`src/rtl/sh7604_ibus_master.sv`:
```
// CPU-side initiator for the SH7604 on-chip peripheral bus (IBUS).
// Takes one CPU data access at a time and issues it on IBUS. It keeps REQ
// asserted while the peripheral reports BUSY, then returns steered read data
// to the core with a one-cycle ACK.
// Ports:
//   CLK, RST_N      clock, asynchronous active-low reset
//   CE_R, CE_F      rising/falling phase enables (CE_F is sampled only by peripherals)
//   EN, RES_N       block enable, synchronous soft reset (sampled on CE_R)
//   CPU_*           core-side request/response (A, DO, SZ, WE, REQ / DI, ACK, ERR)
//   IBUS_*          peripheral bus (A, DO, BA, WE, REQ / DI, BUSY, ACT)
module sh7604_ibus_master #(
    parameter int unsigned TIMEOUT_CYC = 255
) (
    input  logic        CLK,
    input  logic        RST_N,
    input  logic        CE_R,
    input  logic        CE_F,
    input  logic        EN,
    input  logic        RES_N,
    input  logic [31:0] CPU_A,
    input  logic [31:0] CPU_DO,
    input  logic [1:0]  CPU_SZ,
    input  logic        CPU_WE,
    input  logic        CPU_REQ,
    output logic [31:0] CPU_DI,
    output logic        CPU_ACK,
    output logic [1:0]  CPU_ERR,
    output logic [31:0] IBUS_A,
    output logic [31:0] IBUS_DO,
    input  logic [31:0] IBUS_DI,
    output logic [3:0]  IBUS_BA,
    output logic        IBUS_WE,
    output logic        IBUS_REQ,
    input  logic        IBUS_BUSY,
    input  logic        IBUS_ACT
);

    localparam int unsigned CNT_W = 8;
    localparam logic [CNT_W-1:0] TIMEOUT_LIM = CNT_W'(TIMEOUT_CYC);

    localparam logic [1:0] SZ_BYTE = 2'd0;
    localparam logic [1:0] SZ_WORD = 2'd1;

    localparam logic [1:0] ERR_OK      = 2'd0;
    localparam logic [1:0] ERR_ALIGN   = 2'd1;
    localparam logic [1:0] ERR_NORESP  = 2'd2;
    localparam logic [1:0] ERR_TIMEOUT = 2'd3;

    typedef enum logic [1:0] {
        ST_IDLE  = 2'd0,
        ST_ISSUE = 2'd1,
        ST_WAIT  = 2'd2,
        ST_DONE  = 2'd3
    } state_t;

    state_t           state;
    logic [1:0]       sz_q;
    logic             we_q;
    logic [CNT_W-1:0] cnt_q;

    logic             misalign_c;
    logic [3:0]       lanes_c;
    logic [31:0]      wdata_c;
    logic [31:0]      rdata_c;
    logic             ce_f_unused_c;

    // CE_F only matters to the peripherals, which sample REQ on it.
    assign ce_f_unused_c = CE_F;

    // Alignment check, byte lanes and lane-replicated write data for the incoming access.
    always_comb begin
        misalign_c = 1'b0;
        lanes_c    = 4'b1111;
        wdata_c    = CPU_DO;
        case (CPU_SZ)
            SZ_BYTE: begin
                lanes_c = 4'b1000 >> CPU_A[1:0];
                wdata_c = {4{CPU_DO[7:0]}};
            end
            SZ_WORD: begin
                misalign_c = CPU_A[0];
                lanes_c    = CPU_A[1] ? 4'b0011 : 4'b1100;
                wdata_c    = {2{CPU_DO[15:0]}};
            end
            default: begin
                misalign_c = (CPU_A[1:0] != 2'b00);
            end
        endcase
    end

    // Big-endian read steering into a right-justified, zero-extended result.
    always_comb begin
        rdata_c = IBUS_DI;
        case (sz_q)
            SZ_BYTE: begin
                case (IBUS_A[1:0])
                    2'd0:    rdata_c = {24'd0, IBUS_DI[31:24]};
                    2'd1:    rdata_c = {24'd0, IBUS_DI[23:16]};
                    2'd2:    rdata_c = {24'd0, IBUS_DI[15:8]};
                    default: rdata_c = {24'd0, IBUS_DI[7:0]};
                endcase
            end
            SZ_WORD: rdata_c = IBUS_A[1] ? {16'd0, IBUS_DI[15:0]} : {16'd0, IBUS_DI[31:16]};
            default: rdata_c = IBUS_DI;
        endcase
    end

    // Access sequencer: IDLE -> ISSUE -> WAIT -> DONE -> IDLE, advancing only on EN && CE_R.
    always_ff @(posedge CLK or negedge RST_N) begin
        if (!RST_N) begin
            state    <= ST_IDLE;
            sz_q     <= 2'd0;
            we_q     <= 1'b0;
            cnt_q    <= '0;
            CPU_DI   <= '0;
            CPU_ACK  <= 1'b0;
            CPU_ERR  <= ERR_OK;
            IBUS_A   <= '0;
            IBUS_DO  <= '0;
            IBUS_BA  <= '0;
            IBUS_WE  <= 1'b0;
            IBUS_REQ <= 1'b0;
        end else if (CE_R && !RES_N) begin
            state    <= ST_IDLE;
            sz_q     <= 2'd0;
            we_q     <= 1'b0;
            cnt_q    <= '0;
            CPU_DI   <= '0;
            CPU_ACK  <= 1'b0;
            CPU_ERR  <= ERR_OK;
            IBUS_A   <= '0;
            IBUS_DO  <= '0;
            IBUS_BA  <= '0;
            IBUS_WE  <= 1'b0;
            IBUS_REQ <= 1'b0;
        end else if (EN && CE_R) begin
            case (state)
                ST_IDLE: begin
                    if (CPU_REQ) begin
                        sz_q  <= CPU_SZ;
                        we_q  <= CPU_WE;
                        cnt_q <= '0;
                        if (misalign_c) begin
                            // Rejected before any bus cycle is started.
                            CPU_DI  <= '0;
                            CPU_ERR <= ERR_ALIGN;
                            CPU_ACK <= 1'b1;
                            state   <= ST_DONE;
                        end else begin
                            IBUS_A   <= CPU_A;
                            IBUS_DO  <= wdata_c;
                            IBUS_BA  <= lanes_c;
                            IBUS_WE  <= CPU_WE;
                            IBUS_REQ <= 1'b1;
                            state    <= ST_ISSUE;
                        end
                    end
                end
                ST_ISSUE: begin
                    // One full period so the peripheral sees REQ on the intervening CE_F.
                    state <= ST_WAIT;
                end
                ST_WAIT: begin
                    if (IBUS_BUSY) begin
                        if ((cnt_q + CNT_W'(1)) == TIMEOUT_LIM) begin
                            IBUS_REQ <= 1'b0;
                            IBUS_WE  <= 1'b0;
                            CPU_DI   <= '0;
                            CPU_ERR  <= ERR_TIMEOUT;
                            CPU_ACK  <= 1'b1;
                            cnt_q    <= '0;
                            state    <= ST_DONE;
                        end else begin
                            cnt_q <= cnt_q + CNT_W'(1);
                        end
                    end else begin
                        IBUS_REQ <= 1'b0;
                        IBUS_WE  <= 1'b0;
                        CPU_ACK  <= 1'b1;
                        cnt_q    <= '0;
                        state    <= ST_DONE;
                        if (!IBUS_ACT) begin
                            CPU_DI  <= '0;
                            CPU_ERR <= ERR_NORESP;
                        end else begin
                            CPU_DI  <= we_q ? 32'd0 : rdata_c;
                            CPU_ERR <= ERR_OK;
                        end
                    end
                end
                ST_DONE: begin
                    // CPU_REQ still high here belongs to the access being acknowledged.
                    CPU_ACK <= 1'b0;
                    state   <= ST_IDLE;
                end
                default: state <= ST_IDLE;
            endcase
        end
    end

endmodule
```
`config.mk`:
```
export PLATFORM = sky130hd
export DESIGN_NAME = sh7604_ibus_master
export DESIGN_NICKNAME = d
export VERILOG_FILES = /design/src/rtl/sh7604_ibus_master.sv
export SDC_FILE = /design/constraint.sdc
export NUM_CORES = 1
export LEC_CHECK = 0
export BUFFER_PORTS_ARGS = -buffer_cell sky130_fd_sc_hd__buf_2
export CAP_MARGIN = 20
export CORE_MARGIN = 8
export CORE_UTILIZATION = 45
export DETAILED_ROUTE_END_ITERATION = 10
export GPL_TIMING_DRIVEN = 0
export PLACE_DENSITY = 0.77
export SLEW_MARGIN = 10
export SYNTH_ARGS = -nofsm -noshare
export SYNTH_HDL_FRONTEND = slang
export SYNTH_SLANG_ARGS = --single-unit
```
`constraint.sdc`:
```
create_clock -name CLK -period 2 [get_ports CLK]
set_input_delay 0.4 -clock CLK [delete_from_list [all_inputs] [get_ports CLK]]
set_output_delay 0.4 -clock CLK [all_outputs]
set_load 0.01 [all_outputs]
```
==> results.yml, run 1 <==
finish:
  num_antenna_cells: 0
  n_fill_cell: 1066
  post_route_cells_drive_above_1_share_pct: 40.1
  final_common_cell: "buf_2"
  nNetsFinal: 936
  final_cell_mix: "buf_2, nand2_1, dfrtp_1, o21ai_0, a22o_1"
  area_growth_pct: 38.9
drt:
  first_iter_violations: 426
  viasPerCell: 5.40
  ant_nets: 0
  wire_per_inst_um: 18.9
  drt-pass1-iter-count: 7
  vias: 5441
  remaining_drc_errors: 0
  routed_wl_um: 19000
yosys:
  yosys_warnings: 0
  syn_nets: 693
  syn_inst: 580
  synthFlopType: "dfrtp_1"
  yosysSeqAreaShare_pct: 50.9
  synth_edf_count: 0
  syn_area_sq_um: 5800
  ys_async_sr_fraction_pct: 100
  synth_area_per_cell_sq_um: 9.99
  ys_seq_elements: 118
  synth_cell_types: 54
placement:
  pre_cts_slack_ns: -0.377
  gp_congestion: 0.841
  port_buffers: 210
  dp_hpwl_um: 13800
cts:
  clock_path_buffers: 2
  insertion_delay_ns: 0.41
  numClockSinks: 118
  cts_made_buffers: 17
  clkTransAtPathRegs_ns: 0.05
  cts_tree: "done"
  root_buffer: "clkbuf_16"
  htree_levels: 4
global_routing:
  antenna_found_initial: 0
  grt_max_degree: 63
  grt_pass1_vias: 5688
  grtUsageTotal_pct: 22.8
  grt_pass1_wl_um: 29800
  overflow: 0
sta:
  clock.fmax_ghz: 0.493
  setup_ws_ns: -0.0278
  worst_pin_slew_ns: 0.690
  finalCritPeriodShare_pct: 101
  fin_skew_ns: 0.00778
  slew_headroom_pct: 54.0
  rsz0062_at_grt: "true"
  setup_viol: 2
  finalMaxSlewViolations: 0
  min_period_ns: 2.03
  whs_ns: 0.218
  finalHoldViolations: 0
setup_path:
  r2r_start: "cnt_q[0]"
  crit_required_ns: 2.29
  cp-start-kind: "flop"
  crit_start: "cnt_q[0]"
  ff2ff_setup_slack_ns: -0.03
  crit_fanout: 5
  endpoint_kind: "flop"
  cp.arrival_ns: 2.32
  worstSetupPathType: "reg2reg"
power:
  power_w: 0.00877
  peakVddDrop_uv: 557
  p_leak_nw: 4.11
  powerDensity_nw_per_um2: 1090
floorplanning:
  die_y_um: 130
  start_util_pct: 45.9
  design.core.area_sq_um: 12600
  die-area_sq_um: 16800
  ios: 213
  core.rowCount: 41
  die_w_um: 130
run_status:
  status: "finished, violations left"
  violations: "setup timing"
job:
  maxCapViolCount: 0
min_path:
  hp-class: "in2reg"
  hold_path.startpoint: "CPU_A[29]"
-- cell type report --
| cell class | instances | area, sq um | share of cell area, % |
|---|---|---|---|
| Timing Repair Buffer | 224 | 1180 | 14.7 |
| Inverter | 12 | 45.0 | 0.560 |
| Clock buffer | 24 | 512 | 6.36 |
| Buffer | 42 | 268 | 3.33 |
| Multi-Input combinational cell | 408 | 2750 | 34.2 |
| Clock inverter | 8 | 118 | 1.46 |
| Sequential cell | 118 | 2960 | 36.7 |
| Tap cell | 172 | 215 | 2.67 |
-- worst max-delay path, stage by stage, from the launching register on --
cell and delay [ns]:
dfrtp_2 0.42, ha_4 0.19, nand3_4 0.15, o21a_1 0.20, o22ai_4 0.11, o31ai_4 0.35
buf_6 0.19, nor2_4 0.05, mux2_4 0.25
-- per-layer routing --
layer / share of wire [%] / GRT usage (%) / vias up
met4: 2.1 / 9.43 / 0
met3: 8.9 / 6.08 / 38
met5: 0 / 0 / -
met2: 47 / 37.0 / 265
li1: - / - / 2536
met1: 42 / 28.3 / 2602
-- path summary, 6_finish.rpt --
kind                         endpoint  cells past startpoint
max                          cnt_q[0]                      8
min                        IBUS_A[29]                      3
max reg2reg                  cnt_q[0]                      8
min reg2reg                IBUS_A[16]                      2
max in group asynchronous   IBUS_A[2]                      3
min in group asynchronous   CPU_DI[1]                      2
-- state kept, by name, indices dropped and copies added, names as in the netlist, 2 cells and up --
signal,count
CPU_DI,32
cnt_q,8
state,2
IBUS_DO,32
CPU_ERR,2
sz_q,2
IBUS_BA,4
IBUS_A,32
-- power breakdown --
part           switching (W)  total, W  internal, W
logic                0.00140   0.00246      0.00107
clock network        0.00107   0.00322      0.00215
registers           0.000266   0.00309      0.00282
total                0.00273   0.00877      0.00604
-- cell usage after synthesis (3+ instances only) --
library cell,count,area (sq um)
mux2_2,16,180
a21oi_1,14,70.1
ha_1,5,62.6
o2bb2ai_1,18,158
nand2b_1,3,18.8
mux2i_1,17,170
nand2_1,127,477
buf_2,11,55.1
dfrtp_1,118,2950
buf_6,4,45.0
o21ai_0,52,260
o31ai_1,27,203
a22o_1,28,245
o21ai_2,3,26.3
nor2_1,17,63.8
o21ai_1,14,70.1
clkbuf_1,24,90.1
a22oi_1,8,60.1
inv_1,12,45.0
nor2b_1,20,125
-- what timing repair did --
| action | CTS | global route |
|---|---|---|
| resized for setup | 32 | 32 |
| gates cloned | 1 | 0 |
| hold buffers | 1 | 0 |
| pin swaps | 4 | 9 |
| endpoints found under the setup margin | 111 | 109 |
| hold endpoints to repair | 57 | 0 |
| setup buffers | 4 | 7 |
-- through the flow --
stage               TNS [ns]  util, %  instances  area, sq um
finish               -0.0299     63.8       1008         8050
global route           -1.32     63.8       1008         8050
CTS                 -0.00375     62.6       1001         7900
detailed placement    -26.97     56.2        963         7100
global placement     -148.68     56.0        962         7060
floorplan                  0        -        580         5800
-- cell families (layout without fill, tap and decap cells) --
group                    after synthesis  after routing  synth area share [%]
flip-flops                           118            118                  50.9
adder cells (fa/ha/maj)                5              5                  1.08
AO/OA/AOI/OAI                        177            177                  21.2
AND/OR/NAND/NOR                      189            189                  15.5
buffers and inverters                 54            310                  4.32
XOR/XNOR                               2              2                 0.432
multiplexers                          35             35                  6.50
(Power assumes the default switching activity.)
==> run 2: changes to the inputs <==
--- a/config.mk
+++ b/config.mk
@@ -10,7 +10,6 @@
 export CORE_MARGIN = 8
 export CORE_UTILIZATION = 45
 export DETAILED_ROUTE_END_ITERATION = 10
-export GPL_TIMING_DRIVEN = 0
 export PLACE_DENSITY = 0.77
 export SLEW_MARGIN = 10
 export SYNTH_ARGS = -nofsm -noshare
==> run 2 against run 1 <==
Net effect: the run still ends with setup timing left; sequential power hardly changed; total power increased by 1.4%; hold slack got worse by 0.0025 ns; largest cell class unchanged; global-route usage shrank 2.2 points; worst setup slack worse by 0.050 ns; via count increased by 0.20%; critical path depth up 1; sequential share of layout area is 0.65 points lower; critical endpoint unchanged; flip-flop and latch count unchanged.
==> results.yml, run 2 (synthesis results as in run 1) <==
sta:
  slew_headroom_pct: 63.4
  fin_skew_ns: 0.00926
  clock.fmax_ghz: 0.481
  setup_viol: 41
  finalMaxSlewViolations: 0
  min_period_ns: 2.08
  rsz0062_at_grt: "true"
  setup_ws_ns: -0.0781
  finalHoldViolations: 0
  finalCritPeriodShare_pct: 104
  worst_pin_slew_ns: 0.548
cts:
  root_buffer: "clkbuf_16"
  numClockSinks: 118
  htree_levels: 4
  cts_tree: "done"
  clock_path_buffers: 2
  insertion_delay_ns: 0.41
  clkTransAtPathRegs_ns: 0.06
  cts_made_buffers: 17
power:
  swShare_pct: 31.3
  pwr-share-seq_pct: 34.9
  powerDensity_nw_per_um2: 1090
  power_w: 0.00889
  switching_power_w: 0.00278
  peakVddDrop_uv: 697
  clock_power_share_pct: 36.9
  p_leak_nw: 4.21
  p_int_w: 0.00611
  combPwrFrac_pct: 28.2
min_path:
  hold_path_depth: 3
  hold_path.startpoint: "CPU_A[11]"
  hp-class: "in2reg"
  whs_endpoint: "IBUS_A[11]"
run_status:
  violations: "setup timing"
  status: "finished, violations left"
setup_path:
  crit_family: "flip-flops"
  cp.depth: 9
  r2r_cells: 9
  ff2ff_setup_slack_ns: -0.08
  path_cells: "ha_4 -> nand3_4 -> xnor2_2 -> nand4b_4 -> buf_4 -> o31ai_4 -> buf_6 -> nor2_2 -> mux2_4"
  endpoint_kind: "flop"
  crit_required_ns: 2.29
  r2r_start: "cnt_q[1]"
  worstReg2RegEnd: "cnt_q[0]"
  cp.arrival_ns: 2.37
  cpMaxStageDelayCell: "dfrtp_1"
  critical_path_buf_inv_count: 2
  crit_fanout: 10
  max_stage_delay_ns: 0.39
  cp-start-kind: "flop"
  worstSetupPathType: "reg2reg"
drt:
  routed_wl_um: 18500
  first_iter_violations: 282
  viasPerCell: 5.44
  remaining_drc_errors: 0
  wire_per_inst_um: 18.4
  drt-pass1-iter-count: 5
  vias: 5452
  ant_nets: 0
floorplanning:
  design.core.area_sq_um: 12600
  die-area_sq_um: 16800
  start_util_pct: 45.9
  die_w_um: 130
  ios: 213
  core.rowCount: 41
  die_y_um: 130
global_routing:
  grt_max_degree: 56
  overflow: 0
  grtUsageTotal_pct: 20.7
  grt_pass1_vias: 5589
  grt_pass1_wl_um: 27400
  antenna_found_initial: 0
placement:
  dp_hpwl_um: 12800
  placedInstanceArea_sq_um: 7160
  port_buffers: 211
  gp_congestion: 0.850
finish:
  post_route_cells_drive_above_1_share_pct: 42.7
  n_fill_cell: 1012
  area_growth_pct: 41.3
  final_cell_mix: "buf_2, nand2_1, dfrtp_1, o21ai_0, buf_4"
  nNetsFinal: 931
  finish.utilization_pct: 64.9
  final_common_cell: "buf_2"
  multiInputGateArea_sq_um: 2810
  top_regs: "CPU_DI x32, IBUS_A x32, IBUS_DO x32"
  finalInstanceArea_sq_um: 8190
  final-seq-area_sq_um: 2950
  num_antenna_cells: 0
job:
  maxCapViolCount: 0
==> run 2: cell types whose count changed in the layout (fill, tap and decap cells not counted), sizes merged <==
cell,before,now
nand2b,4,7
buf,243,255
clkbuf,46,22
clkinvlp,1,2
or2,1,2
inv,12,13
bufinv,3,4
==> run 2: cell type report <==
class / count / area share, %
clock buffers: 21 / 5.74
clock inverters: 11 / 2.09
inverters: 12 / 0.550
multi-input cells: 412 / 34.3
flip-flops and latches: 118 / 36.1
well taps: 172 / 2.63
repair buffers: 257 / 18.6
==> run 2: worst max path at each step <==
stage | startpoint | endpoint
after global placement | cnt_q[0] | state[0]
after floorplan | cnt_q[1] | cnt_q[0]
after global routing | cnt_q[1] | cnt_q[0]
final | cnt_q[1] | cnt_q[0]
after detailed placement | cnt_q[0] | state[0]
after CTS | cnt_q[1] | CPU_ERR[0]
==> run 2: metal layers <==
| metal | track usage [%] | vias up | part of all wire, % |
|---|---|---|---|
| met2 | 34.7 | 238 | 50 |
| met5 | 0 | - | 0 |
| met3 | 7.27 | 18 | 8.9 |
| li1 | - | 2526 | - |
| met4 | 7.92 | 0 | 1.1 |
| met1 | 23.8 | 2670 | 40 |
==> run 2: worst reg2reg max path, stage by stage (launching register included) <==
cell	delay (ns)
dfrtp_1	0.39
ha_4	0.19
nand3_4	0.13
xnor2_2	0.22
nand4b_4	0.13
buf_4	0.16
o31ai_4	0.22
buf_6	0.20
nor2_2	0.07
mux2_4	0.25
==> run 2: metrics by stage <==
step	hold WS [ns]	worst slack (ns)	setup TNS (ns)	std cells
2_1_floorplan	0.104	0.0132	0	580
4_1_cts	0.192	-0.0245	-0.0462	988
5_1_grt	0.217	-0.147	-4.79	1003
3_5_place_dp	0.379	-0.139	-1.85	953
6_report	0.216	-0.0781	-1.55	1003
3_3_place_gp	0.375	-0.0692	-0.234	953
==> run 2: timing repair <==
action,in CTS,in global routing
hold endpoints to repair,29,0
pin swaps,2,7
buffers inserted,2,11
gates resized for setup,9,41
hold buffers,1,0
gates cloned,0,5
endpoints found under the setup margin,43,101
==> run 2: power by group through the flow <==
stage / logic (W) / registers, W / clock network (W)
CTS: 0.00232 / 0.00309 / 0.00334
detailed placement: 0.00230 / 0.00311 / 0
finish: 0.00251 / 0.00310 / 0.00328
global route: 0.00274 / 0.00315 / 0.00345
floorplan: 0.00112 / 0.00327 / 0
global placement: 0.00222 / 0.00309 / 0
==> run 3: changes to the inputs <==
--- a/config.mk
+++ b/config.mk
@@ -8,9 +8,9 @@
 export BUFFER_PORTS_ARGS = -buffer_cell sky130_fd_sc_hd__buf_2
 export CAP_MARGIN = 20
 export CORE_MARGIN = 8
-export CORE_UTILIZATION = 45
+export CORE_UTILIZATION = 50
 export DETAILED_ROUTE_END_ITERATION = 10
-export PLACE_DENSITY = 0.77
+export PLACE_DENSITY = 0.81
 export SLEW_MARGIN = 10
 export SYNTH_ARGS = -nofsm -noshare
 export SYNTH_HDL_FRONTEND = slang
==> constraint.sdc (replaced) <==
create_clock -name CLK -period 2.3 [get_ports CLK]
set_input_delay 0.46 -clock CLK [delete_from_list [all_inputs] [get_ports CLK]]
set_output_delay 0.46 -clock CLK [all_outputs]
set_load 0.01 [all_outputs]
==> run 3 against run 2 <==
Net effect: the run now ends clean; sequential power is 13% lower; sequential share of layout area is 2.7 points higher; global-route usage is 1.1 points higher; hold slack worse by 0.18 ns; first-iteration DRC count is 20% higher; clock power is 23% lower; via count is 5.6% lower; critical endpoint is now IBUS_WE.
==> results.yml, run 3 (synthesis results as in run 1) <==
run_status:
  status: "finished clean"
sta:
  min_period_ns: 2.17
  clock.fmax_ghz: 0.461
  fin_setup_tns_ns: 0
  slew_headroom_pct: 61.3
  finalHoldViolations: 0
  setup_viol: 0
  finalMaxSlewViolations: 0
  fin_skew_ns: 0.00559
  setup_ws_ns: 0.129
  finalCritPeriodShare_pct: 94.4
  worst_pin_slew_ns: 0.580
placement:
  port_buffers: 211
  pre_cts_slack_ns: 0.0653
  gp_congestion: 0.860
  dp_hpwl_um: 12300
cts:
  insertion_delay_ns: 0.41
  clkTransAtPathRegs_ns: 0.06
  holdBufCountCts: 0
  root_buffer: "clkbuf_16"
  htree_levels: 4
  clock_path_buffers: 2
  cts_made_buffers: 17
  numClockSinks: 118
  cts_tree: "done"
power:
  switching_power_w: 0.00234
  swShare_pct: 32.7
  pwr-share-seq_pct: 37.5
  powerDensity_nw_per_um2: 939
  peakVddDrop_uv: 610
  p_int_w: 0.00482
  p_leak_nw: 3.95
  combPwrFrac_pct: 27.0
  clock_power_share_pct: 35.5
global_routing:
  grt_pass1_wl_um: 26300
  overflow: 0
  grt_max_degree: 68
  grtUsageTotal_pct: 21.8
  antenna_found_initial: 0
  grt_pass1_vias: 5318
floorplanning:
  design.core.area_sq_um: 11400
  ios: 213
  die_w_um: 124
  die_y_um: 124
  start_util_pct: 51.0
  die-area_sq_um: 15300
  core.rowCount: 39
min_path:
  hp-class: "in2async"
drt:
  remaining_drc_errors: 0
  wire_per_inst_um: 17.9
  routed_wl_um: 16900
  ant_nets: 0
  viasPerCell: 5.45
  vias: 5145
  drt-pass1-iter-count: 5
  first_iter_violations: 338
finish:
  nNetsFinal: 901
  num_antenna_cells: 0
  area_growth_pct: 31.5
  final_common_cell: "buf_2"
  final_cell_mix: "buf_2, nand2_1, dfrtp_1, o21ai_0, a22o_1"
  top_regs: "CPU_DI x32, IBUS_A x32, IBUS_DO x32"
  post_route_cells_drive_above_1_share_pct: 38.2
setup_path:
  crit_required_ns: 2.60
  cp.arrival_ns: 2.47
  crit_fanout: 9
  cp-start-kind: "flop"
  endpoint_kind: "flop"
  worstSetupPathType: "reg2reg"
job:
  maxCapViolCount: 0
[run 3: cell types whose count changed in the layout (fill, tap and decap cells not counted), sizes merged]
cell         delta
buf            -25
clkinvlp        +6
bufinv          -3
clkbuf          -3
nand2b          -2
clkinv          -1
dlygate4sd3     -1
or2             -1
[run 3: power by group through the flow]
stage / Clock [W] / Sequential, W / Combinational, W
finish: 0.00254 / 0.00269 / 0.00193
global route: 0.00268 / 0.00273 / 0.00213
CTS: 0.00258 / 0.00269 / 0.00192
detailed placement: 0 / 0.00271 / 0.00192
global placement: 0 / 0.00269 / 0.00185
floorplan: 0 / 0.00285 / 0.000971
[run 3: final timing paths]
| path | startpoint | endpoint | slack, ns | cells after the start |
|---|---|---|---|---|
| min in group CLK | CPU_A[21] | IBUS_A[21] | 0.27 | 3 |
| hold reg to reg | IBUS_DO[25] | IBUS_DO[25] | 0.47 | 2 |
| max in group asynchronous | RST_N | IBUS_A[10] | 1.94 | 2 |
| hold / removal | RST_N | CPU_DI[17] | 0.04 | 2 |
| setup reg to reg | state[0] | IBUS_WE | 0.13 | 8 |
| setup / recovery | state[0] | IBUS_WE | 0.13 | 8 |
[run 3: layer usage]
| layer | up-vias | wire [um] | part of all wire (%) | track usage (%) |
|---|---|---|---|---|
| li1 | 2461 | - | - | - |
| met1 | 2464 | 6660 | 39 | 24.9 |
| met2 | 192 | 8270 | 49 | 36.4 |
| met3 | 28 | 1750 | 10 | 8.39 |
| met4 | 0 | 254 | 1.5 | 8.43 |
| met5 | - | 0 | 0 | 0 |
[run 3: area by class of cell]
cell class | instances | area, sq um
Timing Repair Buffer | 230 | 1250
Inverter | 12 | 45.0
Sequential cell | 118 | 2950
Tap cell | 143 | 179
Clock inverter | 13 | 125
Multi-Input combinational cell | 409 | 2620
Fill cell | 918 | 3740
Clock buffer | 19 | 453
[run 3: what timing repair did]
action                                  CTS  global route
resized for setup                         0             3
endpoints found under the setup margin    0            36
setup buffers                             0             2
[run 3: critical path, stage by stage (launching register included)]
cell and delay, ns:
dfrtp_1 0.38, inv_1 0.10, ha_1 0.29, mux2_1 0.36
nand2_2 0.10, a21bo_1 0.32, a21oi_1 0.09, nor3b_2 0.18
a22o_1 0.24
[run 3: metrics by stage]
step | std cells | total power [W] | cell area, sq um | utilization (%) | hold slack [ns]
after floorplan | 580 | 0.00382 | 5800 | - | 0.164
after global placement | 909 | 0.00454 | 7010 | 61.7 | 0.454
after detailed placement | 909 | 0.00463 | 7010 | 61.7 | 0.462
after CTS | 941 | 0.00719 | 7590 | 66.8 | 0.0469
after global routing | 944 | 0.00754 | 7620 | 67.1 | 0.0637
final | 944 | 0.00716 | 7620 | 67.1 | 0.0353
